**src/rtl/uart_param_pkg.sv**
```systemverilog
// uart_param_pkg: shared state/error encodings and handshake bytes for the parameter loader.
package uart_param_pkg;
  typedef enum logic [1:0] {S_IDLE, S_PAYLOAD, S_CHECK} state_t;
  typedef enum logic [1:0] {ERR_NONE = 2'd0, ERR_CHECKSUM = 2'd1, ERR_TIMEOUT = 2'd2} err_t;
  localparam logic [7:0] ACK_BYTE = 8'h06;
  localparam logic [7:0] NAK_BYTE = 8'h15;
endpackage

```
**src/rtl/idle_timer.sv**
```systemverilog
// idle_timer: counts enabled cycles since the last reload; expired flags TIMEOUT_CYCLES with no reload.
module idle_timer #(
  parameter int TIMEOUT_CYCLES = 100000
) (
  input  logic clk,
  input  logic reset,
  input  logic enable,
  input  logic reload,
  output logic expired
);
  localparam int W = $clog2(TIMEOUT_CYCLES + 1);
  localparam logic [W-1:0] LAST = W'(TIMEOUT_CYCLES - 1);
  logic [W-1:0] r_cnt;
  always_ff @(posedge clk or posedge reset)
    if (reset) r_cnt <= '0;
    else if (reload || !enable) r_cnt <= '0;
    else if (r_cnt != LAST) r_cnt <= r_cnt + 1'b1;
  // a reload in the expiring cycle wins, so a late byte is never turned into a timeout
  assign expired = enable && !reload && (r_cnt == LAST);
endmodule

```
**src/rtl/uart_param_loader.sv**
```systemverilog
// uart_param_loader: receives sync/payload/checksum frames over UART, commits the payload
// atomically to params and answers each outcome with a single ACK/NAK byte.
module uart_param_loader
  import uart_param_pkg::*;
#(
  parameter int         PARAM_BYTES    = 26,
  parameter logic [7:0] SYNC_BYTE      = 8'hA5,
  parameter int         TIMEOUT_CYCLES = 100000,
  parameter int         CHECKSUM_EN    = 1
) (
  input  logic                     clk,
  input  logic                     reset,
  input  logic [7:0]               rx_data,
  input  logic                     rx_valid,
  output logic [8*PARAM_BYTES-1:0] params,
  output logic                     params_valid,
  output logic                     error,
  output logic [1:0]               error_code,
  output logic                     busy,
  output logic [7:0]               tx_data,
  output logic                     tx_send,
  input  logic                     tx_ready
);
  localparam int PW = 8 * PARAM_BYTES;
  state_t            r_state, w_state_nx;
  err_t              r_err_code;
  logic [6:0]        r_idx;
  logic [7:0]        r_sum, w_sum_nx, r_pend;
  logic [PW-1:0]     r_shadow, w_shadow_nx;
  logic              r_pend_v, w_expired, w_commit, w_ck_err, w_to_err, w_err, w_last, w_wr, w_busy;

  assign w_busy = (r_state != S_IDLE);

  idle_timer #(.TIMEOUT_CYCLES(TIMEOUT_CYCLES)) u_timer (
    .clk     (clk),
    .reset   (reset),
    .enable  (w_busy),
    .reload  (rx_valid),
    .expired (w_expired)
  );

  always_comb begin
    w_state_nx  = r_state;
    w_commit    = 1'b0;
    w_ck_err    = 1'b0;
    w_to_err    = 1'b0;
    w_sum_nx    = r_sum + rx_data;
    w_last      = (r_idx == 7'(PARAM_BYTES - 1));
    w_wr        = (r_state == S_PAYLOAD) && rx_valid;
    w_shadow_nx = r_shadow;
    if (w_wr) w_shadow_nx[8*(PARAM_BYTES-1-int'(r_idx)) +: 8] = rx_data;
    case (r_state)
      S_IDLE: if (rx_valid && rx_data == SYNC_BYTE) w_state_nx = S_PAYLOAD;
      S_PAYLOAD:
        if (rx_valid) begin
          if (w_last) begin
            w_state_nx = (CHECKSUM_EN != 0) ? S_CHECK : S_IDLE;
            w_commit   = (CHECKSUM_EN == 0);
          end
        end else if (w_expired) begin
          w_to_err   = 1'b1;
          w_state_nx = S_IDLE;
        end
      S_CHECK:
        if (rx_valid) begin
          w_commit   = (w_sum_nx == 8'd0);
          w_ck_err   = (w_sum_nx != 8'd0);
          w_state_nx = S_IDLE;
        end else if (w_expired) begin
          w_to_err   = 1'b1;
          w_state_nx = S_IDLE;
        end
      default: w_state_nx = S_IDLE;
    endcase
    w_err = w_ck_err || w_to_err;
  end

  always_ff @(posedge clk or posedge reset)
    if (reset) r_state <= S_IDLE;
    else r_state <= w_state_nx;

  always_ff @(posedge clk or posedge reset)
    if (reset) begin
      r_idx        <= '0;
      r_sum        <= '0;
      r_shadow     <= '0;
      params       <= '0;
      params_valid <= 1'b0;
      error        <= 1'b0;
      r_err_code   <= ERR_NONE;
      r_pend_v     <= 1'b0;
      r_pend       <= '0;
    end else begin
      r_shadow     <= w_shadow_nx;
      r_idx        <= (r_state == S_IDLE) ? 7'd0 : w_wr ? r_idx + 7'd1 : r_idx;
      r_sum        <= (r_state == S_IDLE) ? 8'd0 : w_wr ? w_sum_nx : r_sum;
      params_valid <= w_commit;
      error        <= w_err;
      if (w_commit) params <= w_shadow_nx;
      r_err_code   <= w_commit ? ERR_NONE : w_ck_err ? ERR_CHECKSUM : w_to_err ? ERR_TIMEOUT : r_err_code;
      // a fresh outcome overwrites whatever is still waiting for the transmitter
      r_pend_v     <= (w_commit || w_err) ? 1'b1 : tx_send ? 1'b0 : r_pend_v;
      r_pend       <= w_commit ? ACK_BYTE : w_err ? NAK_BYTE : tx_send ? 8'd0 : r_pend;
    end

  assign tx_send    = r_pend_v && tx_ready;
  assign tx_data    = r_pend;
  assign busy       = w_busy;
  assign error_code = r_err_code;
endmodule

```
**config.mk**
```make
export PLATFORM = sky130hd
export DESIGN_NAME = uart_param_loader
export DESIGN_NICKNAME = d
export VERILOG_FILES = /design/src/rtl/uart_param_pkg.sv /design/src/rtl/idle_timer.sv /design/src/rtl/uart_param_loader.sv
export SDC_FILE = /design/constraint.sdc
export NUM_CORES = 1
export LEC_CHECK = 0
export ABC_AREA = 1
export CORE_UTILIZATION = 40
export DETAILED_ROUTE_END_ITERATION = 6
export SYNTH_ARGS = -nofsm -noshare
export SYNTH_HDL_FRONTEND = slang
export SYNTH_SLANG_ARGS = --single-unit
```
**constraint.sdc**
```tcl
create_clock -name clk -period 25.7 [get_ports clk]
set_input_delay 2.57 -clock clk [delete_from_list [all_inputs] [get_ports clk]]
set_output_delay 2.57 -clock clk [all_outputs]
set_load 0.05 [all_outputs]
```
# --- After elaboration in Yosys (flattened, before gate mapping) ---
# Index checks and enable logic that the tools add are counted.
totals:
  register_bits: 463
  inputBits: 12
  output_inout_bits: 222
  elab_cells: 76
op_classes:
  addsub: 5
  n_eq_ne: 8
  n_shift: 2
  mux: 29
  n_reduce_logical: 21
op_table:
  columns: ["op", "count"]
  rows:
  - ["208-bit bitwise mux", 1]
  - ["208-bit 2-to-1 mux", 1]
  - ["8-bit by 33-bit variable shift with 208-bit output (first input constant)", 1]
  - ["8-bit by 33-bit indexed part select with 208-bit output", 1]
  - ["8-bit 2-to-1 mux", 5]
  - ["17-bit 2-to-1 mux", 2]
  - ["11-bit negator with 33-bit output", 1]
  - ["17-bit by 1-bit adder with 17-bit output (second input constant)", 1]
  - ["17-bit == test (second input constant)", 1]
  - ["17-bit inequality test (second input constant)", 1]
  - ["2-bit 2-to-1 mux", 8]
  - ["7-bit 2-to-1 mux", 2]
  - ["1-bit 2-to-1 mux", 9]
  - ["8-bit adder", 1]
  - ["8-bit == test (second input constant)", 1]
  - ["8-bit logical NOT", 1]
  - ["2-bit nonzero test", 4]
  - ["8-bit nonzero test", 1]
  - ["5-bit by 7-bit subtractor with 8-bit output (first input constant)", 1]
  - ["7-bit by 1-bit adder with 7-bit output (second input constant)", 1]
  - ["7-bit by 5-bit == test with 1-bit output (second input constant)", 1]
  - ["2-bit one-hot mux with 3 select lines", 1]
  - ["3-bit nonzero test", 2]
  - ["1-bit logical AND", 5]
  - ["other kinds (9)", 12]

# --- Longest topological paths before layout ---
# Gate-level depths: netlist (run 1).
depth:
  word_depth: 9
  depth_mapped: 24
  mapped_depth_nobuf: 23

# --- Modules after synthesis ---
# From an unflattened synthesis (run 1), not the netlist that was laid out.
unflattened:
  cells_unflattened: 2477
  hier_area_um2: 20324.5
by_module_without_submodules:
  columns: ["module", "n_inst", "cells_each", "area_per_inst_um2", "seq_area_each_um2"]
  rows:
  - ["uart_param_loader", 1, 2316, 19254.7, 11035.6]
  - ["idle_timer", 1, 161, 1069.8, 425.4]

# --- Least setup slack after synthesis (run 1) ---
# No wires, ideal clock.
synth_timing:
  path_kind: "input-to-output"
  startpoint: "input port tx_ready"
  endpoint: "output port tx_send"
  arrival_time_ps: 2937
  required_time_ps: 23130
  setup_slack_ps: 20193
  stages: 2
  path_buffers: 0
  path_cell_list: "nand2_1 > inv_1"
synth_via:
  elab_chain_len: 1
synth_rtl:
  columns: ["element", "line_no", "rtl"]
  rows:
  - ["start: declaration", "uart_param_loader.sv:22", "input logic tx_ready"]
  - ["1-bit logical AND", "uart_param_loader.sv:106", "assign tx_send = r_pend_v && tx_ready;"]
  - ["end: declaration", "uart_param_loader.sv:21", "output logic tx_send,"]
# No other way between the ends.

# --- Final worst setup path (run 1) ---
# Same ends and word-level chain as after synthesis.

==> results.toml, run 1 <==
[run_status]
outcome = "finished clean"

[clock_network]
worstSkewPairLatency_ns = 0.59
cts-buffers-inserted = 48
ctsLongestPathBuffers = 3
cts.repair.resized = 0
clock_tree.root_cell = "sky130_fd_sc_hd__clkbuf_16"
clkSlewWorstSetupHoldPaths_ns = 0.06
tritoncts_num_sinks = 458
tritoncts = "built"
buffers_inserted_during_post_cts_setup_optimization = 0
cts.htree.levels = 2
cts-hold-fix-buffers = 0

[power_and_ir_drop]
finalPower_uw = 2038
p_leak_uw = 0.01277
power_density_nw_per_um2 = 82.81
irDropWorstVdd_mv = 0.05026

[worst_hold_path]
min_to = "r_shadow[6]"
holdCritStartpoint = "r_shadow[6]"
min_delay_path_depth = 2
worstHoldPathType = "reg2reg"

[yosys]
synth.cell_area_um2 = 20160
ys_async_sr_fraction_pct = 100.0
netlist.area_leader.share_pct = 56.84
synthMostInstantiatedCell = "sky130_fd_sc_hd__nand2_1"
synth-simple-area-share_pct = 27.08
synth_xor_xnor_area_share_pct = 0.5647
synth.top_cells.by_area = "sky130_fd_sc_hd__dfrtp_1 57%, sky130_fd_sc_hd__nand2_1 17%, sky130_fd_sc_hd__inv_1 6.4%"
ys_types = 43
synth_top_area_cell = "sky130_fd_sc_hd__dfrtp_1"
postSynthCellCount = 2435
synth_top_family_by_area = "simple AND/OR/NAND/NOR gates"
synth_top_flop_cell = "sky130_fd_sc_hd__dfrtp_1"
synthesis.area_per_instance_um2 = 8.281
fraction_of_the_yosys_area_taken_by_sequential_cells_pct = 56.84
compound_gate_portion_of_the_synthesized_area_pct = 5.212
multiplexer_area_fraction_after_synthesis_pct = 0
synth_enable_flop_cells = 0
number_of_flip_flops_and_latches_in_the_synthesized_netlist = 458
synth_top_cells_by_count = "897 x sky130_fd_sc_hd__nand2_1, 458 x sky130_fd_sc_hd__dfrtp_1, 344 x sky130_fd_sc_hd__inv_1, 205 x sky130_fd_sc_hd__nand3_1, 136 x sky130_fd_sc_hd__o21ai_0"
yosysWarnings = 0
synth-adder-area-share_pct = 1.588

[place]
gp_congestion = 0.8474
post-dp-hpwl_um = 38620
buffer_ports.inserted = 229
place.detailed.instances = 3251

[layout]
stdcell_count = 3336
postLayoutCoreUtil_pct = 49.86
diodes = 0
layout-drive-gt1-share_pct = 5.314
finalNetCount = 2674
flow.area_growth_from_synthesis_pct = 22.05

[job]
cap_violations = 0

[critical_path]
timing_worst_setup_path_type = "in2out"
start_of_the_worst_register_to_register_path = "r_idx[0]"
cp.required_ns = 23.13
arrival_ns = 3.95
worst-r2r-cell-count = 19
reg2reg_slack_ns = 21.24
worstPathMaxFanout = 2
reg2reg_to = "params[62]"
critical_path.startpoint_type = "primary input"
crit_path_end_kind = "output port"

[drt]
drt_first_pass_iters = 5
wl_per_cell_um = 16.85
post-route-drc-count = 0
via_per_inst = 4.943
dr_total_vias = 16490
drtAntennaViolNets = 0
drt_first_iter_violations = 1320
wl_um = 56200

[sta]
rsz0062_at_grt = "no"
tightest_slew_ns = 1.292
post-route-period-util_pct = 25.35
period_needed_ns = 6.516
timing_hold_violations_final = 0
f_max_mhz = 153.5
final-max-slew-violation-count = 0
worst_slew_margin_rel_pct = 13.23
clock_skew_ns = 0.02822
setup_violations = 0
tns_ns = 0

[die]
floorplan.io_pins = 234
floorplan.core_area_um2 = 49360
floorplan.die.width_um = 226.5
row_count = 81
fp.dieArea_um2 = 51310
initial_utilization_pct = 40.85
die_h_um = 226.5

[grt]
grt_usage_pct = 22.26
largest_net_degree_at_the_start_of_global_routing = 185
globalRouteOverflowTotal = 0
grt_antenna_before_repair = 0
via_count_of_the_first_global_routing_pass = 15680
grt_pass1_wl_um = 88520
[final cells by class]
class,instances,area [µm²]
fill,4757,24750
sequential,458,11460
multi-input combinational,1530,6973
timing repair buffer,246,2420
clock buffer,74,1460
inverter,353,1343
tap,664,830.8
clock inverter,11,123.9
[routing by layer]
layer	track usage, %	up-vias	part of all wire, %
li1	-	7980	-
met1	31.75	7988	46
met2	34.77	436	46
met3	3.952	86	5.4
met4	6.168	0	2.5
met5	0	-	0
[how the worst max path moves through the flow]
stage	from	end	depth (start not counted)
final	tx_ready	tx_send	4
after global routing	tx_ready	tx_send	4
after CTS	tx_ready	tx_send	4
after detailed placement	reset	params[73]	5
after global placement	reset	params[72]	5
after floorplan	reset	error	1
[cell families after synthesis]
kind of cell             after synthesis
buffers and inverters                450
flip-flops                           458
AO/OA/AOI/OAI                        200
AND/OR/NAND/NOR                     1288
adder cells (fa/ha/maj)               25
other                                  1
XOR/XNOR                              13
[state kept, by name, summed over array words and instances (netlist names)]
name / count
params: 208
params_valid: 1
r_shadow: 208
r_sum: 8
r_idx: 7
tx_data: 3
r_state: 2
error_code: 2
r_pend_v: 1
u_timer.r_cnt: 17
error: 1
[layout by cell type, fill, tap and decap left out, types with 8 or more instances in the layout]
cell,n
sky130_fd_sc_hd__a21oi_1,16
sky130_fd_sc_hd__nand4_1,53
sky130_fd_sc_hd__nor2_2,11
sky130_fd_sc_hd__buf_4,17
sky130_fd_sc_hd__nor2_1,61
sky130_fd_sc_hd__nand2_1,897
sky130_fd_sc_hd__nor4_1,8
sky130_fd_sc_hd__dfrtp_1,458
sky130_fd_sc_hd__ha_1,24
sky130_fd_sc_hd__clkbuf_1,11
sky130_fd_sc_hd__xor2_1,10
sky130_fd_sc_hd__clkbuf_16,49
sky130_fd_sc_hd__o21ai_0,136
sky130_fd_sc_hd__o21ai_1,29
sky130_fd_sc_hd__clkdlybuf4s50_1,229
sky130_fd_sc_hd__nor3_1,25
sky130_fd_sc_hd__clkbuf_8,14
sky130_fd_sc_hd__nand3_1,205
sky130_fd_sc_hd__nand2_2,8
sky130_fd_sc_hd__inv_1,342
[where the power goes]
group | leakage [µW] | internal (µW) | switching [µW]
combinational | 0.00616 | 138 | 371
clock | 0.000787 | 410 | 288
sequential | 0.00582 | 789 | 41.1
[metrics by stage]
stage,hold slack (ns),area (µm²),setup slack (ns)
finish,0.4698,24610,19.18
global route,0.4785,24610,19.14
CTS,0.4696,24610,19.17
detailed placement,0.4581,23030,19.03
global placement,0.4531,23030,19.10
floorplan,0.4379,20180,10.36
[critical path, cell delays in order]
cell	delay, ns
sky130_fd_sc_hd__clkdlybuf4s50_1	0.46
sky130_fd_sc_hd__nand2_1	0.06
sky130_fd_sc_hd__inv_1	0.07
sky130_fd_sc_hd__clkdlybuf4s50_1	0.79
Power figures use the tool's default switching activity.
==> run 2, diff against run 1 <==
- clock period: 25.7 -> 5.6 ns (I/O delays scaled with it)
==> run 2 against run 1 <==
Final area up 0.61%. Largest power group unchanged. Worst setup slack worse by 18 ns. Global-route usage up 0.22 points. Clock skew down 0.0078 ns. Flip-flop and latch count unchanged. Combinational power rose to 4.6 times the previous value. Highest routed layer unchanged. Sequential share of layout area down 0.28 points.
==> results.toml, run 2 (synthesis results as in run 1) <==
[power_and_ir_drop]
p_sw_share_pct = 34.26
cellInternalPower_uw = 6219
combPwrFrac_pct = 24.8
power.share.sequential_pct = 40.3
power_density_nw_per_um2 = 382.0
finalPower_uw = 9460
power.share.clock_pct = 34.9
irDropWorstVdd_mv = 0.2216
power.switching_uw = 3241
p_leak_uw = 0.01283

[clock_network]
clkSlewWorstSetupHoldPaths_ns = 0.06
cts-buffers-inserted = 49
tritoncts = "built"
clock_tree.root_cell = "sky130_fd_sc_hd__clkbuf_16"
buffers_inserted_during_post_cts_setup_optimization = 0
ctsLongestPathBuffers = 3
cts-hold-fix-buffers = 0
worstSkewPairLatency_ns = 0.59
cts.htree.levels = 2
cts.repair.resized = 0
tritoncts_num_sinks = 458

[sta]
worst_slew_margin_rel_pct = 33.46
f_max_mhz = 237.8
period_needed_ns = 4.205
tightest_slew_ns = 0.9905
rsz0062_at_grt = "no"
setup_violations = 0
timing_hold_violations_final = 0
clock_skew_ns = 0.02044
final-max-slew-violation-count = 0
post-route-period-util_pct = 75.09

[die]
fp.dieArea_um2 = 51310
die_h_um = 226.5
floorplan.core_area_um2 = 49360
floorplan.die.width_um = 226.5
floorplan.io_pins = 234
row_count = 81
initial_utilization_pct = 40.85

[critical_path]
cp-endpoint = "params[12]"
critical_path.startpoint_type = "register"
worstPathMaxFanout = 16
cp.required_ns = 6.08
worst-r2r-cell-count = 19
start_of_the_worst_register_to_register_path = "r_idx[0]"
arrival_ns = 4.68
reg2reg_slack_ns = 1.40
timing_worst_setup_path_type = "reg2reg"
crit_path_end_kind = "register"
startpoint = "r_idx[0]"
reg2reg_to = "params[12]"

[grt]
grt_antenna_before_repair = 0
largest_net_degree_at_the_start_of_global_routing = 161
grt_pass1_wl_um = 90110
via_count_of_the_first_global_routing_pass = 16000
grt_usage_pct = 22.48
globalRouteOverflowTotal = 0

[run_status]
outcome = "finished clean"

[layout]
most_common_library_cell_in_the_layout_ignoring_fill_and_taps = "sky130_fd_sc_hd__nand2_1"
stdcell_count = 3343
diodes = 0
reg_top3 = "params (208), r_shadow (208), u_timer.r_cnt (17)"
layout-drive-gt1-share_pct = 5.412
finalNetCount = 2678
filler_cell_count = 4690
final_cell_mix = "897 x sky130_fd_sc_hd__nand2_1, 458 x sky130_fd_sc_hd__dfrtp_1, 342 x sky130_fd_sc_hd__inv_1, 229 x sky130_fd_sc_hd__clkdlybuf4s50_1, 205 x sky130_fd_sc_hd__nand3_1"
flow.area_growth_from_synthesis_pct = 22.80

[place]
buffer_ports.inserted = 229
gp_congestion = 0.8581
post-dp-hpwl_um = 39060
place.detailed.instances = 3254

[drt]
drt_first_pass_iters = 6
drt_first_iter_violations = 1300
wl_um = 56680
drtAntennaViolNets = 0
via_per_inst = 4.920
wl_per_cell_um = 16.96
post-route-drc-count = 0
dr_total_vias = 16450

[worst_hold_path]
worstHoldPathType = "in2async"

[job]
cap_violations = 0
-- run 2: worst min-delay path by stage --
stage,cells after the start,to,startpoint
global route,2,params[118],reset
finish,2,params[100],reset
floorplan,2,r_shadow[0],r_shadow[0]
CTS,2,params[100],reset
global placement,2,r_shadow[2],r_shadow[2]
detailed placement,2,r_shadow[6],r_shadow[6]
-- run 2: layer usage --
metal  up-vias  global-route usage (%)  wire length (µm)
met5         -                       0                 0
met4         0                   5.689              1218
met3        85                   3.641              2804
met2       422                   36.04             26480
met1      7943                   31.69             26180
li1       7996                       -                 -
-- run 2: area by class of cell --
cell class              instances  area [µm²]  share of cell area, %
multi-input cells            1530        6973                  28.16
clock buffers                  77        1473                  5.947
well taps                     664       830.8                  3.355
inverters                     353        1339                  5.407
flip-flops and latches        458       11460                  46.29
clock inverters                12       167.7                 0.6771
repair buffers                249        2517                  10.17
-- run 2: critical path, cell delays in order (launching register included) --
cell	delay, ns
sky130_fd_sc_hd__dfrtp_1	0.69
sky130_fd_sc_hd__ha_1	0.31
sky130_fd_sc_hd__inv_1	0.06
sky130_fd_sc_hd__nor2_1	0.11
sky130_fd_sc_hd__nand3_2	0.10
sky130_fd_sc_hd__nor2_2	0.22
sky130_fd_sc_hd__nand3_2	0.19
sky130_fd_sc_hd__ha_1	0.35
sky130_fd_sc_hd__nor2_1	0.11
sky130_fd_sc_hd__nand2_1	0.05
sky130_fd_sc_hd__nor2_1	0.10
sky130_fd_sc_hd__nand3_1	0.08
sky130_fd_sc_hd__nor2_2	0.17
sky130_fd_sc_hd__nand3_4	0.16
sky130_fd_sc_hd__nor2_2	0.21
sky130_fd_sc_hd__nand3_1	0.18
sky130_fd_sc_hd__nor2_2	0.58
sky130_fd_sc_hd__nand3_1	0.22
sky130_fd_sc_hd__nand3_1	0.12
sky130_fd_sc_hd__nand2_1	0.06
-- run 2: per-stage QoR --
stage,utilization [%],hold slack [ns],setup TNS (ns),setup slack [ns],cell area [µm²]
4_1_cts,50.17,0.2614,0,1.412,24760
5_1_grt,50.17,0.2884,0,0.8819,24760
3_3_place_gp,46.85,0.4527,0,1.493,23120
2_1_floorplan,-,0.4379,-529.91,-1.157,20180
6_report,50.17,0.2950,0,1.395,24760
3_5_place_dp,46.85,0.4582,0,1.394,23120
-- run 2: power groups by stage --
stage | combinational [µW] | clock [µW] | sequential [µW]
after floorplan | 1020 | 0 | 4380
after global placement | 2310 | 0 | 3870
after detailed placement | 2340 | 0 | 3870
after CTS | 2350 | 3380 | 3820
after global routing | 2530 | 3500 | 3850
final | 2350 | 3300 | 3810
